$ cat config.mk
export PLATFORM = sky130hd
export DESIGN_NAME = seven_segment_scanner_flat
export DESIGN_NICKNAME = d
export VERILOG_FILES = /design/src/rtl/seven_segment_scanner_if.sv /design/src/rtl/seven_segment_scanner.sv /design/src/flat_wrapper.sv
export SDC_FILE = /design/constraint.sdc
export NUM_CORES = 1
export LEC_CHECK = 0
export ABC_AREA = 1
export ABC_CLOCK_PERIOD_IN_PS = 2000
export BUFFER_PORTS_ARGS = -buffer_cell sky130_fd_sc_hd__buf_2
export CORE_UTILIZATION = 35
export CTS_BUF_LIST = sky130_fd_sc_hd__clkbuf_16
export CTS_CLUSTER_DIAMETER = 100
export CTS_CLUSTER_SIZE = 24
export DETAILED_ROUTE_END_ITERATION = 10
export GPL_ROUTABILITY_DRIVEN = 0
export PLACE_DENSITY = 0.61
export SETUP_SLACK_MARGIN = 0.5
export SYNTH_ARGS = -nofsm -noshare
export SYNTH_HDL_FRONTEND = slang
export SYNTH_SLANG_ARGS = --single-unit
export TNS_END_PERCENT = 20
$ cat constraint.sdc
create_clock -name CLK -period 2 [get_ports CLK]
set_clock_uncertainty 0.15 [all_clocks]
set_input_delay 0.3 -clock CLK [delete_from_list [all_inputs] [get_ports CLK]]
set_output_delay 0.3 -clock CLK [all_outputs]
set_load 0.03 [all_outputs]
$ cat src/rtl/seven_segment_scanner_if.sv
// Bus bundle between the register block and the 4-digit scanner:
// display value and controls flow in, anode/cathode drives flow out.
interface seven_segment_scanner_if;
  logic [15:0] VALUE;
  logic [3:0]  DP_MASK;
  logic        LZS;
  logic        ENABLE;
  logic [3:0]  SEG_SELECT;
  logic [7:0]  LED;

  modport master (
    output VALUE, DP_MASK, LZS, ENABLE,
    input  SEG_SELECT, LED
  );

  modport slave (
    input  VALUE, DP_MASK, LZS, ENABLE,
    output SEG_SELECT, LED
  );
endinterface

$ cat src/rtl/seven_segment_scanner.sv
// Time-multiplexed 4-digit common-anode driver. A prescaler sets the digit
// slot length; each slot opens with an all-off blank window to stop ghosting.
// The value is latched once per full scan so a frame never mixes two writes.
module seven_segment_scanner #(
  parameter int REFRESH_DIV  = 100000,
  parameter int BLANK_CYCLES = 1000
) (
  input  logic CLK,
  input  logic RESET,
  seven_segment_scanner_if.slave bus
);
  localparam int CW = $clog2(REFRESH_DIV);

  logic [CW-1:0] r_cnt;
  logic [1:0]    r_idx;
  logic [15:0]   r_val;
  logic [3:0]    r_dp;
  logic          r_lzs;
  logic          r_first;
  logic [3:0]    r_seg;
  logic [7:0]    r_led;

  logic          w_tc;
  logic          w_cap;
  logic          w_blank;
  logic [3:0]    w_nib;
  logic          w_lz;
  logic [6:0]    w_hex;

  // active-low {g,f,e,d,c,b,a} pattern for one hex nibble
  function automatic logic [6:0] hex7(input logic [3:0] n);
    case (n)
      4'h0: hex7 = 7'h40;  4'h1: hex7 = 7'h79;
      4'h2: hex7 = 7'h24;  4'h3: hex7 = 7'h30;
      4'h4: hex7 = 7'h19;  4'h5: hex7 = 7'h12;
      4'h6: hex7 = 7'h02;  4'h7: hex7 = 7'h78;
      4'h8: hex7 = 7'h00;  4'h9: hex7 = 7'h10;
      4'hA: hex7 = 7'h08;  4'hB: hex7 = 7'h03;
      4'hC: hex7 = 7'h46;  4'hD: hex7 = 7'h21;
      4'hE: hex7 = 7'h06;  default: hex7 = 7'h0E;
    endcase
  endfunction

  assign w_tc    = (r_cnt == CW'(REFRESH_DIV - 1));
  // first edge after reset, or the edge that wraps digit 3 back to digit 0
  assign w_cap   = r_first || (w_tc && (r_idx == 2'd3));
  assign w_blank = (r_cnt < CW'(BLANK_CYCLES));
  assign w_nib   = r_val[r_idx*4 +: 4];
  assign w_hex   = hex7(w_nib);

  // leading zero: this digit and every digit to its left are zero
  always_comb begin
    w_lz = 1'b0;
    case (r_idx)
      2'd1:    w_lz = (r_val[15:4]  == 12'h000);
      2'd2:    w_lz = (r_val[15:8]  == 8'h00);
      2'd3:    w_lz = (r_val[15:12] == 4'h0);
      default: w_lz = 1'b0;
    endcase
  end

  // slot prescaler and digit index
  always_ff @(posedge CLK or negedge RESET) begin
    if (!RESET) begin
      r_cnt <= '0;
      r_idx <= 2'd0;
    end else if (w_tc) begin
      r_cnt <= '0;
      r_idx <= r_idx + 2'd1;
    end else begin
      r_cnt <= r_cnt + CW'(1);
    end
  end

  // per-scan snapshot of value, decimal points and suppression mode
  always_ff @(posedge CLK or negedge RESET) begin
    if (!RESET) begin
      r_val   <= 16'h0000;
      r_dp    <= 4'h0;
      r_lzs   <= 1'b0;
      r_first <= 1'b1;
    end else begin
      r_first <= 1'b0;
      if (w_cap) begin
        r_val <= bus.VALUE;
        r_dp  <= bus.DP_MASK;
        r_lzs <= bus.LZS;
      end
    end
  end

  // registered anode/cathode drive; blanked by window or disable
  always_ff @(posedge CLK or negedge RESET) begin
    if (!RESET) begin
      r_seg <= 4'hF;
      r_led <= 8'hFF;
    end else if (!bus.ENABLE || w_blank) begin
      r_seg <= 4'hF;
      r_led <= 8'hFF;
    end else begin
      r_seg <= ~(4'b0001 << r_idx);
      r_led <= {~r_dp[r_idx], (r_lzs && w_lz) ? 7'h7F : w_hex};
    end
  end

  assign bus.SEG_SELECT = r_seg;
  assign bus.LED        = r_led;
endmodule

$ cat src/flat_wrapper.sv
// flat-port wrapper written by rule: the top's interface ports become plain ports
module seven_segment_scanner_flat 
#(
  parameter int REFRESH_DIV  = 100000,
  parameter int BLANK_CYCLES = 1000
)
  (CLK, RESET, bus_VALUE, bus_DP_MASK, bus_LZS, bus_ENABLE, bus_SEG_SELECT, bus_LED);
  seven_segment_scanner_if bus_i ();
  input  logic CLK;
  input  logic RESET;
  input wire logic [$bits(bus_i.VALUE)-1:0] bus_VALUE;
  input wire logic [$bits(bus_i.DP_MASK)-1:0] bus_DP_MASK;
  input wire logic [$bits(bus_i.LZS)-1:0] bus_LZS;
  input wire logic [$bits(bus_i.ENABLE)-1:0] bus_ENABLE;
  output wire logic [$bits(bus_i.SEG_SELECT)-1:0] bus_SEG_SELECT;
  output wire logic [$bits(bus_i.LED)-1:0] bus_LED;
  assign bus_i.VALUE = bus_VALUE;
  assign bus_i.DP_MASK = bus_DP_MASK;
  assign bus_i.LZS = bus_LZS;
  assign bus_i.ENABLE = bus_ENABLE;
  assign bus_SEG_SELECT = bus_i.SEG_SELECT;
  assign bus_LED = bus_i.LED;
  seven_segment_scanner #(.REFRESH_DIV(REFRESH_DIV), .BLANK_CYCLES(BLANK_CYCLES)) u_core (.CLK(CLK), .RESET(RESET), .bus(bus_i));
endmodule
==> results of run 1 <==
[metrics by stage]
stage	instances	util [%]	hold slack (ns)
finish	519	48.1	0.0535
global route	519	48.1	0.0503
CTS	511	45.1	0.0476
detailed placement	491	40.6	0.168
global placement	491	40.6	0.166
floorplan	358	-	-0.146
[path summary, 6_finish.rpt]
| kind | startpoint | endpoint | slack (ns) | depth (start not counted) |
|---|---|---|---|---|
| max in group asynchronous | RESET | u_core.bus.LED[7] | 1.03 | 3 |
| min | bus_VALUE[1] | u_core.r_val[1] | 0.05 | 3 |
| min reg2reg | u_core.r_lzs | u_core.r_lzs | 0.37 | 2 |
| min in group asynchronous | RESET | u_core.r_cnt[16] | 0.38 | 3 |
| max | u_core.r_cnt[0] | u_core.r_dp[3] | 0.30 | 9 |
| max reg2reg | u_core.r_cnt[0] | u_core.r_dp[3] | 0.30 | 9 |
[timing repair]
action / CTS / global route
setup endpoints to repair: 43 / 49
setup buffers: 9 / 5
resized for setup: 31 / 29
gates cloned: 2 / 3
pin swaps: 12 / 15
hold endpoints to repair: 40 / 0
hold buffers: 1 / 0
[synth_stat cells]
master / count / area share, %
a21oi_1: 4 / 0.71
a21oi_2: 1 / 0.31
and2_0: 1 / 0.22
buf_1: 2 / 0.27
buf_2: 2 / 0.36
buf_4: 1 / 0.27
buf_6: 3 / 1.2
conb_1: 1 / 0.13
dfrtp_1: 40 / 36
dfstp_2: 13 / 12
ha_1: 12 / 5.3
inv_1: 38 / 5.1
inv_2: 2 / 0.27
nand2_1: 119 / 16
nand2_2: 5 / 1.1
nand3_1: 46 / 8.2
nand3_2: 1 / 0.36
nand3b_1: 1 / 0.27
nand4_1: 5 / 1.1
nor2_1: 31 / 4.1
nor2_2: 1 / 0.22
nor2_4: 2 / 0.80
nor3_1: 5 / 0.89
o211ai_1: 1 / 0.27
o21ai_0: 11 / 2.0
o21ai_1: 1 / 0.18
o22ai_1: 1 / 0.22
or2_2: 1 / 0.22
xor2_1: 7 / 2.2
[state kept, by name, summed over array words and instances (netlist names)]
signal / count
u_core.r_cnt: 17
u_core.r_val: 16
u_core.bus.LED: 8
u_core.bus.SEG_SELECT: 4
u_core.r_dp: 4
u_core.r_idx: 2
u_core.r_first: 1
u_core.r_lzs: 1
[worst reg2reg max path, stage by stage (launching register included)]
cell and delay, ns:
dfrtp_1 0.36, ha_2 0.19, nand2_2 0.07, nor2_4 0.13
inv_2 0.06, nor2_4 0.11, nand3_4 0.18, clkbuf_16 0.23
nand3_2 0.05, nand2_1 0.06
[logic make-up after synthesis]
| family | after synthesis |
|---|---|
| compound gates | 19 |
| xor+xnor | 7 |
| fa+ha+maj | 12 |
| buf+inv | 48 |
| flops | 53 |
| other cells | 1 |
| simple gates | 218 |
[area by class of cell]
type                            count  area, um2  share of cell area (%)
Timing Repair inverter              1       7.51                   0.202
Clock buffer                        5        125                    3.37
Clock inverter                      3       15.0                   0.404
Tap cell                          102        128                    3.43
Sequential cell                    53       1350                    36.2
Multi-Input combinational cell    257       1520                    40.8
Timing Repair Buffer               58        415                    11.2
Inverter                           40        163                    4.38
[metal layers]
layer | track usage [%] | vias to the layer above | part of all wire [%]
met3 | 3.10 | 9 | 3.3
met1 | 22.0 | 1165 | 50
met2 | 25.9 | 50 | 46
met5 | 0 | - | 0
li1 | - | 1243 | -
met4 | 3.84 | 0 | 1.0
[power groups by stage]
| stage | Clock [W] | Sequential [W] | Combinational (W) |
|---|---|---|---|
| 2_1_floorplan | 0 | 0.00115 | 0.000147 |
| 3_3_place_gp | 0 | 0.00116 | 0.000217 |
| 3_5_place_dp | 0 | 0.00116 | 0.000219 |
| 4_1_cts | 0.000842 | 0.00114 | 0.000247 |
| 5_1_grt | 0.000883 | 0.00116 | 0.000296 |
| 6_report | 0.000811 | 0.00115 | 0.000259 |
[cell usage in the layout (no fill, tap or decap), types with 2 or more instances in the layout]
master / count
nand3_4: 2
o21ai_1: 2
clkbuf_16: 7
buf_6: 2
a21oi_1: 3
ha_4: 2
dfrtp_2: 2
nand3_2: 23
inv_4: 5
nand4_1: 5
buf_12: 2
dfstp_2: 13
nand2_1: 110
nor2_2: 3
nand2_2: 9
nand3_1: 22
inv_1: 35
ha_2: 3
o21ai_0: 10
ha_1: 7
dfrtp_1: 38
nor2_4: 4
nor2_1: 27
inv_2: 2
buf_2: 36
buf_4: 15
nor3_1: 4
clkinvlp_4: 2
xor2_1: 7
nand2_4: 4
==> results by group, run 1 <==
STA
  • Worst Setup Slack, final: around 0.30 ns
  • Slew Viols, Final: 0
  • Aggregate negative setup slack: 0 ns
  • Fraction of the cycle the final worst path needs: a little over four fifths
  • Shortest clock period the worst path allows after layout: 1.70 ns
  • Final Hold Fails: 0
  • Setup repair after global routing missed its margin: true
  • F_max: slightly below 600 MHz
  • Final setup viols: 0

Yosys
  • Adder-cell area share of the yosys netlist: 5.35%
  • Library cells used by synthesis: 29
  • Proportion of synthesized area in mux cells: 0%
  • Yosys warning total: 0
  • Share of the synthesized netlist area taken by xor and xnor gates: under 10%
  • Combinational family with the most area after synthesis: simple AND/OR/NAND/NOR gates
  • Gate Count Post-Synth: between 300 and 400
  • Register area share after synthesis: 47.8%
  • Area share of and/or/nand/nor cells after synthesis: 33.5%
  • Cell area after technology mapping: 2810 um2
  • #FFs+latches synth: 53
  • Average cell area after synthesis: between 7 and 8 um2
  • Complex-gate fraction of the synthesized area: under 10%
  • Mapped Nets: 394

Critical path
  • Critical path type: flip-flop to flip-flop
  • WP buf/inv: 2
  • Data arrival time of the critical path: ~1.7 ns
  • Critical path's top delay family: simple AND/OR/NAND/NOR gates
  • Required time at the endpoint of the critical path: approximately 2 ns
  • Most Frequent Cell on Critical Path: nor2_4
  • Worst Setup Start Kind: flip-flop
  • Critical-path maximum fanout: 5
  • Chain of cells forming the critical path: ha_2, nand2_2, nor2_4, inv_2, nor2_4, nand3_4, clkbuf_16, nand3_2, nand2_1
  • Delay of the slowest cell on the worst path: 0.36 ns
  • Crit. End Element: flip-flop
  • Slowest library cell on the worst path: dfrtp_1

Layout
  • Filler cells: approximately 750
  • Antenna diodes: 0
  • Syn-to-layout area delta: 32.3%
  • Final std cell area, no fill: ~3700 um2
  • NumNets Final: 452
  • Fraction of final layout cells sized beyond drive strength 1: around a third

Drt
  • DR vias: ~2500
  • Antenna Violating Nets Remaining: 0
  • Routed length per placed instance: approximately 12 um
  • Post-DR vias/cell: between 4 and 5
  • DRT Wirelength: between 6000 and 7000 um
  • DRT iter0 DRCs: 90
  • Detailed-router iteration count before antenna repair: 4
  • DR DRC count: 0

Power and ir drop
  • Switching power of the nets: roughly 0.00054 W
  • Proportion of power drawn by the clock network: 36.5%
  • Leakage power summed over all cells: 1.79 nW
  • Final total power: 0.00222 W
  • Combinational fraction of design power: a little under an eighth
  • Worst VDD drop: approximately 0.00035 V
  • Register share of total power: between 50% and 60%
  • Net switching fraction of the power: 24.5%
  • Power density relative to cell area: 597 nW/um2
  • Internal power: 0.00168 W

Die
  • Number of placed I/O pins: 36
  • Die Footprint: around 8400 um2
  • Std-Cell Core Area: roughly 7700 um2
  • Die Span Y: about 90 um
  • Standard-cell rows: 32
  • Die W: approximately 92 um
  • Starting Density: a little over a third

Global routing
  • Global-route wire length before repair: about 11000 um
  • Antenna violations before repair: 0
  • Sum of overflow across all layers after global routing: 0
  • Total routing resource utilization after global routing: approximately 16%
  • Pin count of the biggest net entering global routing: 54
  • Number of global-route vias before repair: roughly 2400

Clocking
  • Buffer type at the clock tree root: clkbuf_16
  • Clock latency reported for the late side of the worst-skew pair: just under 0.3 ns
  • Total CTS buffers: 5
  • Max H-tree Level: 2
  • Clock tree from TritonCTS: built
  • Clock Pin Slew Worst Setup and Hold Paths: 0.07 ns
  • Num Clock Sinks: 53
  • Number of buffers on the longest clock path: 2

Placement
  • Placed standard-cell area: 3140 um2
  • Half-perimeter wire length of the detailed placement result: ~4200 um
  • Setup Slack @ Placement: about 0.24 ns
  • Number of port buffers: 35

Run status
  • Result of the run: completed

Flow run
  • Max-capacitance violation count: 0

Min path
  • Worst hold-check path type: input pin to flip-flop
No activity file was read; power rests on OpenSTA's default activity.
==> inputs of run 2 (changes only) <==
ABC_AREA = 0   (was 1)
ABC_CLOCK_PERIOD_IN_PS = 1700   (was 2000)
clock period = 1.7 ns   (was 2 ns; I/O delays follow)
==> run 2 against run 1 <==
Net effect:
- the flow now finishes with violations (setup timing)
- global-route usage decreased by 0.88 points
- wire length decreased by 12%
- worst hold slack got worse by 0.014 ns
- cell area increased by 4.0%
- combinational power increased by 58%
- first-iteration DRC count increased by 32%
- area after synthesis decreased by 2.2%
- total power increased by 22%
- worst setup slack got worse by 0.79 ns
- clock power increased by 18%
- synthesized cell count decreased by 40%
- die area decreased by 2.2%
- highest routed layer unchanged
==> results by group, run 2 <==
Yosys
  • #FFs+latches synth: 53
  • Commonest cells in the netlist: 40 x dfrtp_1, 20 x mux2_4, 13 x dfstp_2, 13 x nor2_1
  • Fraction of synthesized cell area taken by the top area cell type: approximately 36%
  • Register area share after synthesis: roughly 50%
  • Mapped Nets: approximately 250
  • Average cell area after synthesis: roughly 13 um2
  • Cell area after technology mapping: around 2700 um2
  • Number of flops mapped to enable cells by yosys: 0
  • Gate Count Post-Synth: ~220
  • Yosys warning total: 0
  • Post-synth top area cell: dfrtp_1
  • Fraction of synthesis flops using an asynchronous set or reset pin: 100%
  • Library cells used by synthesis: 46
  • Most frequent cell after synthesis: dfrtp_1
  • Flip-flop cell with the highest count after synthesis: dfrtp_1
  • Synth top area cells: dfrtp_1 36%, dfstp_2 12%, mux2_4 11%

STA
  • Fraction of the cycle the final worst path needs: 129%
  • Slew Viols, Final: 0
  • F_max: roughly 460 MHz
  • Setup repair after global routing missed its margin: true
  • Final Hold Fails: 0
  • Final setup viols: 44
  • Worst hold-check slack: between 0.03 and 0.04 ns
  • Shortest clock period the worst path allows after layout: 2.19 ns
  • Worst Setup Slack, final: -0.490 ns

Run status
  • Result of the run: finished with violations
  • Violated checks: setup timing

Drt
  • DR vias: 1977
  • Detailed-router iteration count before antenna repair: 4
  • DR DRC count: 0
  • Antenna Violating Nets Remaining: 0
  • Routed length per placed instance: about 14 um
  • Post-DR vias/cell: between 4 and 5
  • DRT Wirelength: 5700 um
  • DRT iter0 DRCs: 119

Critical path
  • Critical path's top delay family: simple AND/OR/NAND/NOR gates
  • Delay of the slowest cell on the worst path: between 0.5 and 0.6 ns
  • Data arrival time of the critical path: about 2.2 ns
  • Critical path type: flip-flop to flip-flop
  • Critical-path maximum fanout: 21
  • Startpoint of the worst register-to-register path: u_core.r_cnt[11]
  • Required time at the endpoint of the critical path: about 1.7 ns
  • WP buf/inv: 1
  • Worst Setup Start Kind: flip-flop
  • Chain of cells forming the critical path: or4_4, nor4b_4, a31oi_4, buf_12, mux2_4
  • Crit. End Element: flip-flop
  • Slowest library cell on the worst path: or4_4
  • Crit path launch: u_core.r_cnt[11]

Layout
  • Final std cell area, no fill: 3860 um2
  • NumNets Final: ~350
  • Antenna diodes: 0
  • Filler cells: between 600 and 700
  • Number of flip-flops in the largest register: 17
  • Syn-to-layout area delta: 40.7%
  • Highest-count cells in the layout ignoring fill and taps: 53 x buf_4, 40 x dfrtp_1, 23 x buf_2, 23 x buf_6, 20 x mux2_4
  • Register cell area after layout: between 1000 and 1500 um2
  • Most common cell after layout, fill and taps aside: buf_4
  • Fraction of final layout cells sized beyond drive strength 1: between 50% and 60%
  • Multi-input gate area in the final layout: ~1400 um2
  • Register bank with the most flops: u_core.r_cnt

Power and ir drop
  • Final total power: approximately 0.0027 W
  • Leakage power summed over all cells: between 1.5 and 2 nW
  • Worst VDD drop: around 0.00037 V
  • Power density relative to cell area: approximately 700 nW/um2

Clocking
  • Clock latency reported for the late side of the worst-skew pair: about 0.29 ns
  • Clock tree from TritonCTS: built
  • Total CTS buffers: 5
  • Buffers inserted during post-CTS setup optimization: 0
  • Clock Pin Slew Worst Setup and Hold Paths: around 0.07 ns
  • Max H-tree Level: 2
  • Number of buffers on the longest clock path: 2
  • Num Clock Sinks: between 50 and 60
  • Buffer type at the clock tree root: clkbuf_16

Global routing
  • Total routing resource utilization after global routing: between 10% and 20%
  • Sum of overflow across all layers after global routing: 0
  • Pin count of the biggest net entering global routing: between 50 and 60
  • Antenna violations before repair: 0
  • Number of global-route vias before repair: 1960
  • Global-route wire length before repair: 9710 um

Die
  • Die Span Y: about 91 um
  • Starting Density: between 30 and 40%
  • Die W: between 90 and 100 um
  • Std-Cell Core Area: approximately 7400 um2
  • Standard-cell rows: 31
  • Die Footprint: 8200 um2
  • Number of placed I/O pins: 36

Placement
  • Number of port buffers: 35
  • Half-perimeter wire length of the detailed placement result: around 4200 um
  • Placed standard-cell area: ~3500 um2

Flow run
  • Max-capacitance violation count: 0

Min path
  • Launch instance of the worst min-delay path: bus_VALUE[12]
  • Worst hold-check path type: input pin to flip-flop
-- run 2: routing by layer --
layer	up-vias	routed length, um	global-route usage [%]
met5	-	0	0
met2	53	2640	23.2
met3	9	244	3.45
met4	0	88	4.97
li1	972	-	-
met1	943	2730	21.1
-- run 2: worst register-to-register path, delay by kind of cell (launching register included) --
kind | cells | cell delay (ns)
buffers and inverters | 1 | 0.19
AOI/OAI and AO/OA | 1 | 0.13
muxes | 1 | 0.31
DFF | 1 | 0.39
and+or+nand+nor | 2 | 0.91
-- run 2: power breakdown --
group          leakage, nW  internal, W  total (W)  switching, W
registers            0.633      0.00132    0.00135     0.0000314
logic                 1.11     0.000240   0.000408      0.000168
clock network       0.0776     0.000531   0.000956      0.000426
total                 1.82      0.00209    0.00271      0.000625
-- run 2: cells by family after synthesis --
family                   after synthesis  synth area share [%]
AO/OA/AOI/OAI                         17                  4.88
XOR/XNOR                              18                  5.74
adder cells (fa/ha/maj)               12                  5.47
buffers and inverters                 17                  2.92
flip-flops                            53                  48.9
multiplexers                          31                  17.8
other                                  1                 0.137
AND/OR/NAND/NOR                       67                  14.2
-- run 2: layout make-up --
type,instances,share of cell area [%]
multi-input cells,146,36.5
well taps,99,3.20
clock buffers,5,3.24
repair buffers,102,21.3
inverters,8,0.777
flip-flops and latches,53,34.7
clock inverters,3,0.291
-- run 2: what timing repair did --
item                                   4_1_cts  5_1_grt
pin swaps                                   18       15
endpoints found under the hold margin       40        0
gates resized for setup                     49        9
hold buffers                                 1        0
setup endpoints to repair                   62       63
-- run 2: final timing paths --
kind | end | slack [ns] | depth (start not counted)
max | u_core.r_dp[2] | -0.49 | 5
min | u_core.r_val[12] | 0.04 | 2
max reg2reg | u_core.r_dp[2] | -0.49 | 5
min reg2reg | u_core.r_dp[0] | 0.36 | 1
max in group asynchronous | u_core.bus.LED[6] | 0.78 | 3
min in group asynchronous | u_core.r_cnt[1] | 0.34 | 3
-- run 2: stage by stage --
step | util [%] | setup TNS (ns) | setup WS (ns) | instances
2_1_floorplan | - | -14.84 | -0.501 | 216
3_3_place_gp | 47.6 | -13.85 | -0.440 | 407
3_5_place_dp | 47.6 | -14.72 | -0.483 | 407
4_1_cts | 51.7 | -14.51 | -0.494 | 416
5_1_grt | 52.2 | -17.42 | -0.554 | 416
6_report | 52.2 | -14.32 | -0.490 | 416
